**src/rtl/led_seq_ctrl.sv**
```systemverilog
// LED counter sequencer: walks a divider table, acknowledges each LED
// interrupt, holds a step for its dwell count, then advances or loops.
module led_seq_ctrl #(
    parameter  int NUM_STEPS = 8,
    parameter  int DWELL_W   = 8,
    parameter  int CLR_TMO   = 15,
    localparam int ADDR_W    = $clog2(NUM_STEPS)
) (
    input  logic               clk100,
    input  logic               rst,
    input  logic               start_i,
    input  logic               stop_i,
    input  logic               loop_i,
    input  logic [ADDR_W:0]    num_steps_i,
    input  logic               tbl_we_i,
    input  logic [ADDR_W-1:0]  tbl_addr_i,
    input  logic [11:0]        tbl_div_i,
    input  logic [DWELL_W-1:0] tbl_dwell_i,
    input  logic               led_int_i,
    output logic [11:0]        div_o,
    output logic               wren_o,
    output logic               int_clr_o,
    output logic               busy_o,
    output logic [ADDR_W-1:0]  step_o,
    output logic               done_o,
    output logic               err_o
);

    localparam int TMO_W = $clog2(CLR_TMO + 1);

    typedef enum logic [2:0] {
        IDLE,
        LOAD,
        RUN,
        ACK,
        WAITC
    } state_t;

    state_t state_q, state_d;

    logic [11:0]        tbl_div   [NUM_STEPS];
    logic [DWELL_W-1:0] tbl_dwell [NUM_STEPS];

    logic [11:0]        div_q, div_d;
    logic               wren_q, wren_d;
    logic               clr_q, clr_d;
    logic               busy_q, busy_d;
    logic [ADDR_W-1:0]  step_q, step_d;
    logic               done_q, done_d;
    logic               err_q, err_d;
    logic [ADDR_W:0]    num_q, num_d;
    logic [DWELL_W-1:0] dwell_q, dwell_d;
    logic [TMO_W-1:0]   tmo_q, tmo_d;

    logic [DWELL_W-1:0] dwell_eff;
    logic [ADDR_W:0]    step_ext;
    logic               step_done;
    logic               last_step;

    always_ff @(posedge clk100) begin
        if (rst) begin
            for (int i = 0; i < NUM_STEPS; i++) begin
                tbl_div[i]   <= '0;
                tbl_dwell[i] <= '0;
            end
        end else if (tbl_we_i && !busy_q) begin
            tbl_div[tbl_addr_i]   <= tbl_div_i;
            tbl_dwell[tbl_addr_i] <= tbl_dwell_i;
        end
    end

    // A zero dwell entry still needs one interrupt to move on
    assign dwell_eff = (tbl_dwell[step_q] == '0) ? DWELL_W'(1)
                                                 : tbl_dwell[step_q];
    assign step_done = (dwell_q >= dwell_eff);
    assign step_ext  = {1'b0, step_q} + (ADDR_W + 1)'(1);
    assign last_step = (step_ext >= num_q);

    always_comb begin
        state_d = state_q;
        div_d   = div_q;
        wren_d  = 1'b0;
        clr_d   = 1'b0;
        step_d  = step_q;
        done_d  = 1'b0;
        err_d   = err_q;
        num_d   = num_q;
        dwell_d = dwell_q;
        tmo_d   = tmo_q;
        busy_d  = 1'b0;

        unique case (state_q)
            IDLE: begin
                if (start_i && !stop_i) begin
                    if (num_steps_i != '0) begin
                        num_d   = num_steps_i;
                        step_d  = '0;
                        err_d   = 1'b0;
                        state_d = LOAD;
                    end else begin
                        done_d = 1'b1;
                    end
                end
            end
            LOAD: state_d = RUN;
            RUN: begin
                if (led_int_i) state_d = ACK;
            end
            ACK: state_d = WAITC;
            WAITC: begin
                if (!led_int_i) begin
                    if (!step_done) begin
                        state_d = RUN;
                    end else if (!last_step) begin
                        step_d  = step_q + ADDR_W'(1);
                        state_d = LOAD;
                    end else if (loop_i) begin
                        step_d  = '0;
                        state_d = LOAD;
                    end else begin
                        done_d  = 1'b1;
                        state_d = IDLE;
                    end
                end else if (tmo_q >= TMO_W'(CLR_TMO - 1)) begin
                    err_d   = 1'b1;
                    state_d = IDLE;
                end else begin
                    tmo_d = tmo_q + TMO_W'(1);
                end
            end
            default: state_d = IDLE;
        endcase

        if (stop_i && state_q != IDLE) begin
            state_d = IDLE;
            step_d  = step_q;
            done_d  = 1'b0;
            err_d   = err_q;
        end

        // Strobes are registered on entry so they line up with the state
        if (state_d == LOAD) begin
            div_d   = tbl_div[step_d];
            wren_d  = 1'b1;
            clr_d   = 1'b1;
            dwell_d = '0;
        end
        if (state_d == ACK) begin
            clr_d   = 1'b1;
            dwell_d = dwell_q + DWELL_W'(1);
            tmo_d   = TMO_W'(1);
        end

        busy_d = (state_d != IDLE);
    end

    always_ff @(posedge clk100) begin
        if (rst) begin
            state_q <= IDLE;
            div_q   <= '0;
            wren_q  <= 1'b0;
            clr_q   <= 1'b0;
            busy_q  <= 1'b0;
            step_q  <= '0;
            done_q  <= 1'b0;
            err_q   <= 1'b0;
            num_q   <= '0;
            dwell_q <= '0;
            tmo_q   <= '0;
        end else begin
            state_q <= state_d;
            div_q   <= div_d;
            wren_q  <= wren_d;
            clr_q   <= clr_d;
            busy_q  <= busy_d;
            step_q  <= step_d;
            done_q  <= done_d;
            err_q   <= err_d;
            num_q   <= num_d;
            dwell_q <= dwell_d;
            tmo_q   <= tmo_d;
        end
    end

    assign div_o     = div_q;
    assign wren_o    = wren_q;
    assign int_clr_o = clr_q;
    assign busy_o    = busy_q;
    assign step_o    = step_q;
    assign done_o    = done_q;
    assign err_o     = err_q;

endmodule
```
**config.mk**
```make
export PLATFORM = sky130hd
export DESIGN_NAME = led_seq_ctrl
export DESIGN_NICKNAME = d
export VERILOG_FILES = /design/src/rtl/led_seq_ctrl.sv
export SDC_FILE = /design/constraint.sdc
export NUM_CORES = 1
export LEC_CHECK = 0
export ABC_AREA = 1
export BUFFER_PORTS_ARGS = -buffer_cell sky130_fd_sc_hd__buf_4
export CAP_MARGIN = 10
export CORE_MARGIN = 5
export CORE_UTILIZATION = 35
export CTS_CLUSTER_DIAMETER = 200
export DETAILED_ROUTE_END_ITERATION = 6
export PLACE_DENSITY = 0.56
export SLEW_MARGIN = 20
export SYNTH_ARGS = -nofsm -noshare
export SYNTH_HDL_FRONTEND = slang
export SYNTH_SLANG_ARGS = --single-unit
```
**constraint.sdc**
```tcl
create_clock -name clk100 -period 4.8 [get_ports clk100]
set_input_delay 0 -clock clk100 [delete_from_list [all_inputs] [get_ports clk100]]
set_output_delay 0 -clock clk100 [all_outputs]
set_load 0.01 [all_outputs]
```
Yosys cells after proc, flatten, opt, wreduce, memory -nomap -nowiden
Memory sizes are Yosys's and may differ from the RTL's. A register that Yosys moved wholly into a read port is not among the register bits.
Cells that the tools add are included.
{ "word_totals": {"register_bits": 27, "latch_bits": 0, "n_memories": 2, "in_bits": 34, "mem_bits_rw": 160, "output_inout_bits": 20, "romBits": 0} }
{ "op_classes": {"n_mux": 51, "reduce_logical": 22, "eq_ne": 11, "magnitude_cmp": 3, "bitwise": 2, "n_addsub": 4, "div_mod_pow": 0, "multipliers": 0, "shifts": 0} }
{ "mem_list": {"columns": ["name", "depth", "width", "read_ports", "rd_clocked_by_memory_dff", "wr", "line", "rtl"], "rows": [
  ["tbl_div", 8, 12, 1, 1, 8, "41", "logic [11:0] tbl_div [NUM_STEPS];"],
  ["tbl_dwell", 8, 8, 1, 1, 8, "42", "logic [DWELL_W-1:0] tbl_dwell [NUM_STEPS];"]
]} }
{ "op_table": {"columns": ["cell", "n"], "rows": [
  ["3-bit two-way mux", 16],
  ["8-bit two-way mux", 4],
  ["1-bit two-way mux", 25],
  ["3-bit case mux with 5 select lines", 1],
  ["12-bit two-way mux", 1],
  ["12-bit OR reduction", 1],
  ["3-bit by 2-bit == test with 1-bit output, second input constant", 3],
  ["3-bit AND reduction", 3],
  ["8-bit by 1-bit adder with 8-bit output, second input constant", 1],
  ["8-bit greater-or-equal comparator", 1],
  ["8-bit logical NOT", 1],
  ["2-bit inequality test, second input constant", 4],
  ["2-bit nonzero test", 4],
  ["8-bit OR reduction", 1],
  ["3-bit by 1-bit == test with 1-bit output, second input constant", 2],
  ["3-bit case mux with 2 select lines", 1],
  ["6-bit AND reduction", 1],
  ["3-bit nonzero test", 2],
  ["3-bit by 1-bit adder with 4-bit output, second input constant", 1],
  ["4-bit by 1-bit adder with 4-bit output, second input constant", 1],
  ["4-bit greater-or-equal comparator", 1],
  ["4-bit greater-or-equal comparator, second input constant", 1],
  ["1-bit case mux with 2 select lines", 2],
  ["4-bit nonzero test", 1],
  ["9 further kinds", 14]
]} }

Longest topological paths before layout
Gate-level depths: netlist of the first run.
{ "depth": {"depth_word": 10, "mapped_depth": 31, "mapped_depth_nobuf": 27} }

Least setup slack after synthesis of the first run
OpenSTA, ideal clock, no wires.
{ "synth_timing": {"path_type": "reg2reg", "start": "reg step_q[0] (netlist: step_o[0])", "end": "reg div_q[0] (netlist: div_o[0]) (read register of tbl_div)", "setup_slack_ns": 1.601, "path_stages_with_launch": 28, "setup_time_ns": 0.132, "n_path_buf": 3, "synth_period_minus_slack_ns": 3.199, "arrival_time_ns": 3.067, "cell_sequence": "dfxtp_1 -> clkbuf_1 -> inv_1 -> clkbuf_1 -> o21ai_0 -> o22ai_1 -> o21ai_0 -> nand4_1 -> o21ai_1 -> ha_1 -> inv_1 -> nand2_1 -> nand2_1 -> nand2_1 -> nand2_1 -> nand2_1 -> nand3_1 -> nand2_1 -> nand2_1 -> nand2_1 -> nand2_1 -> nand2_1 -> nand2_1 -> nand2_1 -> clkbuf_1 -> nand3_1 -> nand3_1 -> a21oi_1"} }
{ "synth_via": {"elab_chain_cells": 8} }
{ "synth_rtl": {"columns": ["item", "line", "rtl"], "rows": [
  ["start, declared", "48", "logic [ADDR_W-1:0] step_q, step_d;"],
  ["start signal, assigned", "176", "step_q <= step_d;"],
  ["3-bit by 1-bit adder with 4-bit output", "76", "assign step_ext = {1'b0, step_q} + (ADDR_W + 1)'(1);"],
  ["4-bit greater-or-equal comparator", "77", "assign last_step = (step_ext >= num_q);"],
  ["1-bit two-way mux", "114", "end else if (!last_step) begin"],
  ["2-bit two-way mux", "112", "if (!step_done) begin"],
  ["3-bit two-way mux", "111", "if (!led_int_i) begin"],
  ["3-bit case mux with 5 select lines", "92", "unique case (state_q)"],
  ["3-bit two-way mux", "134", "if (stop_i && state_q != IDLE) begin"],
  ["3-bit by 1-bit == test with 1-bit output", "142", "if (state_d == LOAD) begin"],
  ["end, declared", "44", "logic [11:0] div_q, div_d;"]
]} }
Several ways; a longest one is shown, not always the timed one.
A chain may end at the register's enable or synchronous reset.

Worst setup path after layout of the first run
{ "layout_timing": {"start": "reg step_q[0] (netlist: step_o[0])", "end": "reg div_q[2] (netlist: div_o[2]) (read register of tbl_div)"} }
Same word-level chain as after synthesis.

==> impl_results.md, run 1 <==
* Post-layout min period at 3.90 ns
* DIE WIDTH at 174 um
* CP max FO at 25
* Slew margin rel. at between 20% and 30%
* Vias in the first global route at roughly 7000
* Mapped Nets at 1072
* Via density at between 5 and 6
* H-tree depth at 4
* Largest area contributor in the netlist: edfxtp_1
* Cell area after synthesis at 9380 um2
* Total Neg Setup Slack at 0 ns
* Ports at 54
* Skew-Pair Late Insertion Delay at 0.44 ns
* Peak Freq at between 200 and 300 MHz
* CP Capture Type: register
* Syn Inst Count at slightly above 1000
* Final worst path period share at about four fifths
* First-pass GRT wire length at 40.5 mm
* Crit path buf inv count at 4
* Initial antenna violation count at 0
* Most common cell in the netlist: nand2_1
* Crit path DAT at between 4 and 5 ns
* Overall die height at 174 um
* Clk slew on worst S/H paths at around 0.08 ns
* Cell family contributing the most delay on the critical path: simple AND/OR/NAND/NOR gates
* Routed via count at 7263
* Max_cap viols at 0
* Async S/R FF share, synth at 0%
* Top post-synthesis cells by area: edfxtp_1 (51%), nand2_1 (9.5%), nor2_1 (9.1%)
* Multi-input logic area at between 3000 and 4000 um2
* Required time worst endpoint at 5.17 ns
* Seq. cell area at about 5600 um2
* Non-Filler Instances at 1442
* # setup viols final at 0
* Antenna cells at 0
* Pwr Density at 349 nW/um2
* Largest net degree at the start of global routing at 50
* Initial core utilization at about a third
* Syn-to-layout area delta at 16.9%
* Setup CP Type: register to register
* Synth Flop Type: edfxtp_1
* Worst-Margin Slew at about 1.1 ns
* Syn. warnings at 0
* Final hold vios at 0
* Residual DRC at 0
* WL/cell at roughly 18 um
* Clock Skew at ~0.011 ns
* Dpl cells at 1389
* Synth top cells by count: nand2_1 (237), nor2_1 (228), edfxtp_1 (160)
* HP Class: primary input to register
* Final nets at ~1100
* Initial DRC Count at ~660
* RSZ-0062 raised after global routing: no
* Slowest CP cell: nand2_2
* Post-synthesis average cell area at around 9.2 um2
* Layout cell share with drive strength beyond 1 at 13.4%
* Num rows at 60
* DP HPWL at 15.9 mm
* Root Buffer Master: clkbuf_16
* Leak at between 4 and 5 nW
* Yosys top cell area share at between 50% and 60%
* Total GRT Usage at between 10% and 20%
* Final WL at roughly 26 mm
* Post-synth EDFFs at 160
* Max Slew Vio Count at 0
* Startpoint type of the worst setup path: register
* Sequential element share of the synthesized area at slightly below 60%
* Clk sinks at roughly 200
* Max stage delay on crit path at roughly 0.48 ns
* Core area at 26700 um2
* CTS tree: built
* Synth unique cells at 39
* Status: completed
* PortBufs at 53
* DR pass1 iterations at 5
* Clock Tree Buf Depth at 2
* Max IR drop VDD at ~0.26 mV
* Fillers at between 2000 and 3000
* ANT nets after route at 0
* Top cell by count, worst path: nand2_1
* Die ar. at between 30000 and 40000 um2
* Num CTS Buffers at 17
* RePlAce Congestion at between 0.7 and 0.8
* Yosys reg bits at between 150 and 200
* Fin Hold WS at about 0.012 ns
* Total grt overflow at 0
layout make-up:
class                   count  share of cell area, %
clock buffers              17                   3.88
clock inverters            15                   1.61
inverters                  59                   2.02
multi-input cells         708                   30.0
flip-flops and latches    199                   51.0
well taps                 341                   3.89
repair buffers            103                   7.65
worst reg2reg max path: cells and delay by family (launching register included):
kind	cells	cell delay (ns)
AO/OA/AOI/OAI	5	0.90
flip-flops	1	0.33
buffers and inverters	4	0.72
AND/OR/NAND/NOR	17	1.75
adder cells (fa/ha/maj)	1	0.15
power breakdown:
part / switching (W) / leakage, nW / internal, W / total, W
sequential: 0.0000296 / 1.99 / 0.00193 / 0.00196
combinational: 0.000270 / 2.31 / 0.000133 / 0.000403
clock: 0.000709 / 0.293 / 0.000750 / 0.00146
total: 0.00101 / 4.59 / 0.00281 / 0.00382
per-layer routing:
layer	part of all wire (%)	track usage, %	vias to the layer above	routed length [um]
met2	44	26.3	269	11400
li1	-	-	3541	-
met5	0	0	-	0
met1	48	25.4	3434	12500
met3	7.6	3.45	19	1980
met4	1.1	4.06	0	276
state kept, by name, indices dropped and copies added (netlist names):
signal     cells
busy_o         1
num_q          4
state_q        3
tbl_div       96
done_o         1
tmo_q          4
step_o         3
tbl_dwell     64
div_o         12
int_clr_o      1
err_o          1
wren_o         1
dwell_q        8
through the flow:
step,util [%],setup WS [ns],cell area (um2),total power [W]
2_1_floorplan,-,1.60,9380,0.00223
3_3_place_gp,38.1,0.944,10100,0.00239
3_5_place_dp,38.1,0.909,10100,0.00239
4_1_cts,41.1,0.871,11000,0.00384
5_1_grt,41.1,0.375,11000,0.00396
6_report,41.1,0.900,11000,0.00382
cells in the final DEF, fill, tap and decap left out, types with 3 or more instances in the layout:
| cell type | netlist | layout |
|---|---|---|
| nand2_1 | 237 | 237 |
| a21oi_1 | 32 | 32 |
| nand2_2 | 6 | 6 |
| o21ai_1 | 3 | 3 |
| nand3_1 | 85 | 85 |
| nor2_4 | 3 | 3 |
| inv_1 | 52 | 52 |
| dlygate4sd3_1 | 0 | 21 |
| inv_2 | 7 | 7 |
| dfxtp_1 | 39 | 39 |
| inv_6 | 0 | 5 |
| edfxtp_1 | 160 | 160 |
| clkbuf_16 | 0 | 17 |
| nor3_1 | 5 | 5 |
| xnor2_1 | 3 | 3 |
| ha_1 | 16 | 16 |
| nand3_2 | 10 | 10 |
| buf_4 | 4 | 81 |
| o221ai_1 | 7 | 7 |
| nor2_1 | 228 | 228 |
| inv_8 | 0 | 4 |
| o22ai_1 | 9 | 9 |
| o21ai_0 | 44 | 44 |
| nand4_1 | 3 | 3 |
final timing paths:
| kind | start | endpoint | slack, ns | cells after the start |
|---|---|---|---|---|
| max | step_o[0]$_SDFF_PP0_ | div_o[2]$_SDFFE_PP0P_ | 0.90 | 27 |
| min | tbl_div_i[4] | tbl_div[4][4]$_SDFFCE_PN0P_ | 0.01 | 3 |
| max reg2reg | step_o[0]$_SDFF_PP0_ | div_o[2]$_SDFFE_PP0P_ | 0.90 | 27 |
| min reg2reg | div_o[1]$_SDFFE_PP0P_ | div_o[1]$_SDFFE_PP0P_ | 0.47 | 2 |
kinds of logic (layout without fill, tap and decap cells):
group	Yosys count	after routing	synth area share (%)
xor gates and xnor gates	4	4	0.374
buffers and inverters	115	194	5.39
and+or+nand+nor	583	583	26.1
AOI/OAI and AO/OA	105	105	6.45
adders and majority gates	16	16	2.14
DFF	199	199	59.6
what timing repair did:
action | in CTS | in global routing
hold buffers | 21 | 0
setup endpoints to repair | 0 | 0
endpoints found under the hold margin | 84 | 0
resized for setup | 0 | 0
buffers inserted | 0 | 0
Note: power is estimated with default switching activity, not from simulation.
==> inputs of run 2 (changes only) <==
Clock period 4.8 ns to 3.9 ns, I/O delays scaled along.
==> run 2 against run 1 <==
Against the previous run: clock skew increased by 0.0035 ns; wire length increased by 0.15%; critical path type unchanged; sequential cell count unchanged; worst setup slack got worse by 0.50 ns; highest routed layer unchanged; fmax increased by 11%; non-clock buffer count increased by 8; total power increased by 23%.
==> impl_results.md, run 2 (synthesized netlist as in run 1, its figures left out) <==
* Root Buffer Master: clkbuf_16
* Layout cell share with drive strength beyond 1 at 14.0% (+0.61 points)
* Crit path DAT at 3.87 ns (-0.40 ns)
* Final Instance Area at 11100 um2 (+1.1%)
* Slowest CP cell: dfxtp_1
* Most frequent cells in the layout: nand2_1 (237), nor2_1 (228), edfxtp_1 (160)
* Post-layout min period at 3.50 ns (-0.400 ns)
* Most Crowded Layer GR: met2
* Residual DRC at 0 (unchanged)
* Comb pwr share at 11.3% (+0.8 points)
* CTS tree: built
* Syn-to-layout area delta at 18.1%
* Antenna cells at 0 (unchanged)
* Met1 Use GR at 25.3% (-0.11 points)
* Via density at 4.98 (-1.0%)
* Number of flip-flops in the largest register at 96 (unchanged)
* Commonest non-fill, non-tap cell in the layout: nand2_1
* Final hold vios at 0 (unchanged)
* Die ar. at 30200 um2 (unchanged)
* Status: completed
* Skew-Pair Late Insertion Delay at 0.44 ns (about the same)
* Psw at 0.00127 W (+26%)
* Max stage delay on crit path at 0.38 ns (-0.10 ns)
* Met2 Track Usage GR at 26.7% (+0.39 points)
* Setup CP Type: register to register
* Vias in the first global route at 6944 (-1.0%)
* PortBufs at 53 (unchanged)
* Peak Freq at 286 MHz (+11%)
* Final WL at 26.2 mm (+0.15%)
* WL/cell at 18.1 um (-0.47%)
* Flop pwr share at 51.4% (about the same)
* Core area at 26700 um2 (unchanged)
* DP HPWL at 16.6 mm (+4.4%)
* Required time worst endpoint at 4.27 ns (-0.90 ns)
* Max Slew Vio Count at 0 (unchanged)
* Max_cap viols at 0 (unchanged)
* Switch share at 27.1% (+0.67 points)
* Top reg by flops: tbl_div
* Startpoint type of the worst setup path: register
* Pwr Density at 423 nW/um2 (+21%)
* Routed via count at 7233 (-0.41%)
* Ports at 54 (unchanged)
* Clk slew on worst S/H paths at 0.08 ns (about the same)
* Clk network pwr share at 37.3% (-0.9 points)
* Dpl cells at 1393 (+0.29%)
* Final nets at 1147 (+0.79%)
* Initial DRC Count at 697 (+6.4%)
* Clock Skew at 0.0142 ns (+0.00354 ns)
* Total GRT Usage at 17.2% (-0.023 points)
* Initial core utilization at 35.2% (unchanged)
* H-tree depth at 4 (unchanged)
* Max IR drop VDD at 0.309 mV (+19%)
* DR pass1 iterations at 6 (+1)
* Overall die height at 174 um (unchanged)
* Total grt overflow at 0 (unchanged)
* First-pass GRT wire length at 40.7 mm (+0.48%)
* Leak at 4.64 nW (+1.1%)
* R2R Setup Slk at 0.40 ns (-0.50 ns)
* Post-DP Area at 10200 um2 (+0.79%)
* CP max FO at 15 (-40%)
* RePlAce Congestion at 0.814 (+5.9%)
* Final worst path period share at 89.7% (+8.5 points)
* Num CTS Buffers at 17 (unchanged)
* HP Class: primary input to register
* CP Capture Type: register
* Final Power at 0.00469 W (+23%)
* GRT met3 Usage at 3.12% (-0.33 points)
* Fin Hold WS at 0.00304 ns (-0.00929 ns)
* Clk sinks at 199 (unchanged)
* Slew margin rel. at 46.6% (+20 points)
* # setup viols final at 0 (unchanged)
* RSZ-0062 raised after global routing: no
* Initial antenna violation count at 0 (unchanged)
* DIE WIDTH at 174 um (unchanged)
* Top cell by count, worst path: nand2_1
* Largest net degree at the start of global routing at 50 (unchanged)
* Non-Filler Instances at 1451 (+0.62%)
* Num rows at 60 (unchanged)
* Cell Int Power at 0.00342 W (+21%)
* Worst-Margin Slew at 0.795 ns (-0.308 ns)
* Clock Tree Buf Depth at 2 (unchanged)
* Total Neg Setup Slack at 0 ns (unchanged)
* ANT nets after route at 0 (unchanged)
run 2: cell types whose count changed in the layout (fill, tap and decap cells not counted), sizes merged:
cell | before | now
a21oi | 34 | 35
buf | 82 | 88
bufinv | 1 | 0
clkinv | 4 | 5
clkinvlp | 1 | 3
dlygate4sd3 | 21 | 23
inv | 68 | 66
run 2: path summary, 6_finish.rpt:
| kind | start | endpoint | cells after the start |
|---|---|---|---|
| max | step_o[1]$_SDFF_PP0_ | div_o[6]$_SDFFE_PP0P_ | 28 |
| max reg2reg | step_o[1]$_SDFF_PP0_ | div_o[6]$_SDFFE_PP0P_ | 28 |
| min reg2reg | err_o$_SDFFE_PP0P_ | err_o$_SDFFE_PP0P_ | 2 |
| min | tbl_div_i[10] | tbl_div[2][10]$_SDFFCE_PN0P_ | 3 |
run 2: worst max-delay path, delay by kind of cell (launching register included):
family          cells  cell delay (ns)
compound gates      5             0.53
fa+ha+maj           1             0.15
flops               1             0.38
simple gates       17             1.48
buf+inv             5             0.91
run 2: layout make-up:
cell class	count	area (um2)
sequential	199	5590
clock inverter	15	153
fill	2611	15600
inverter	59	225
multi-input combinational	709	3310
clock buffer	17	425
timing repair buffer	111	953
tap	341	427
run 2: layer usage:
metal | routed length, um | part of all wire, %
met2 | 12000 | 46
met4 | 263 | 1.0
met1 | 12500 | 48
met3 | 1370 | 5.2
met5 | 0 | 0
run 2: power groups by stage:
stage | logic (W) | clock network (W) | registers (W)
after CTS | 0.000518 | 0.00177 | 0.00241
after global placement | 0.000494 | 0 | 0.00246
after floorplan | 0.000290 | 0 | 0.00245
after detailed placement | 0.000500 | 0 | 0.00246
after global routing | 0.000586 | 0.00186 | 0.00242
final | 0.000527 | 0.00175 | 0.00241
run 2: stage by stage:
step	util [%]	setup slack, ns
2_1_floorplan	-	0.701
3_3_place_gp	38.4	0.432
3_5_place_dp	38.4	0.379
4_1_cts	41.4	0.372
5_1_grt	41.6	0.0219
6_report	41.6	0.401
run 2: repair_timing:
action | in CTS | in global routing
endpoints found under the setup margin | 0 | 7
endpoints found under the hold margin | 88 | 0
buffers inserted | 0 | 2
resized for setup | 0 | 4
hold buffers | 23 | 0
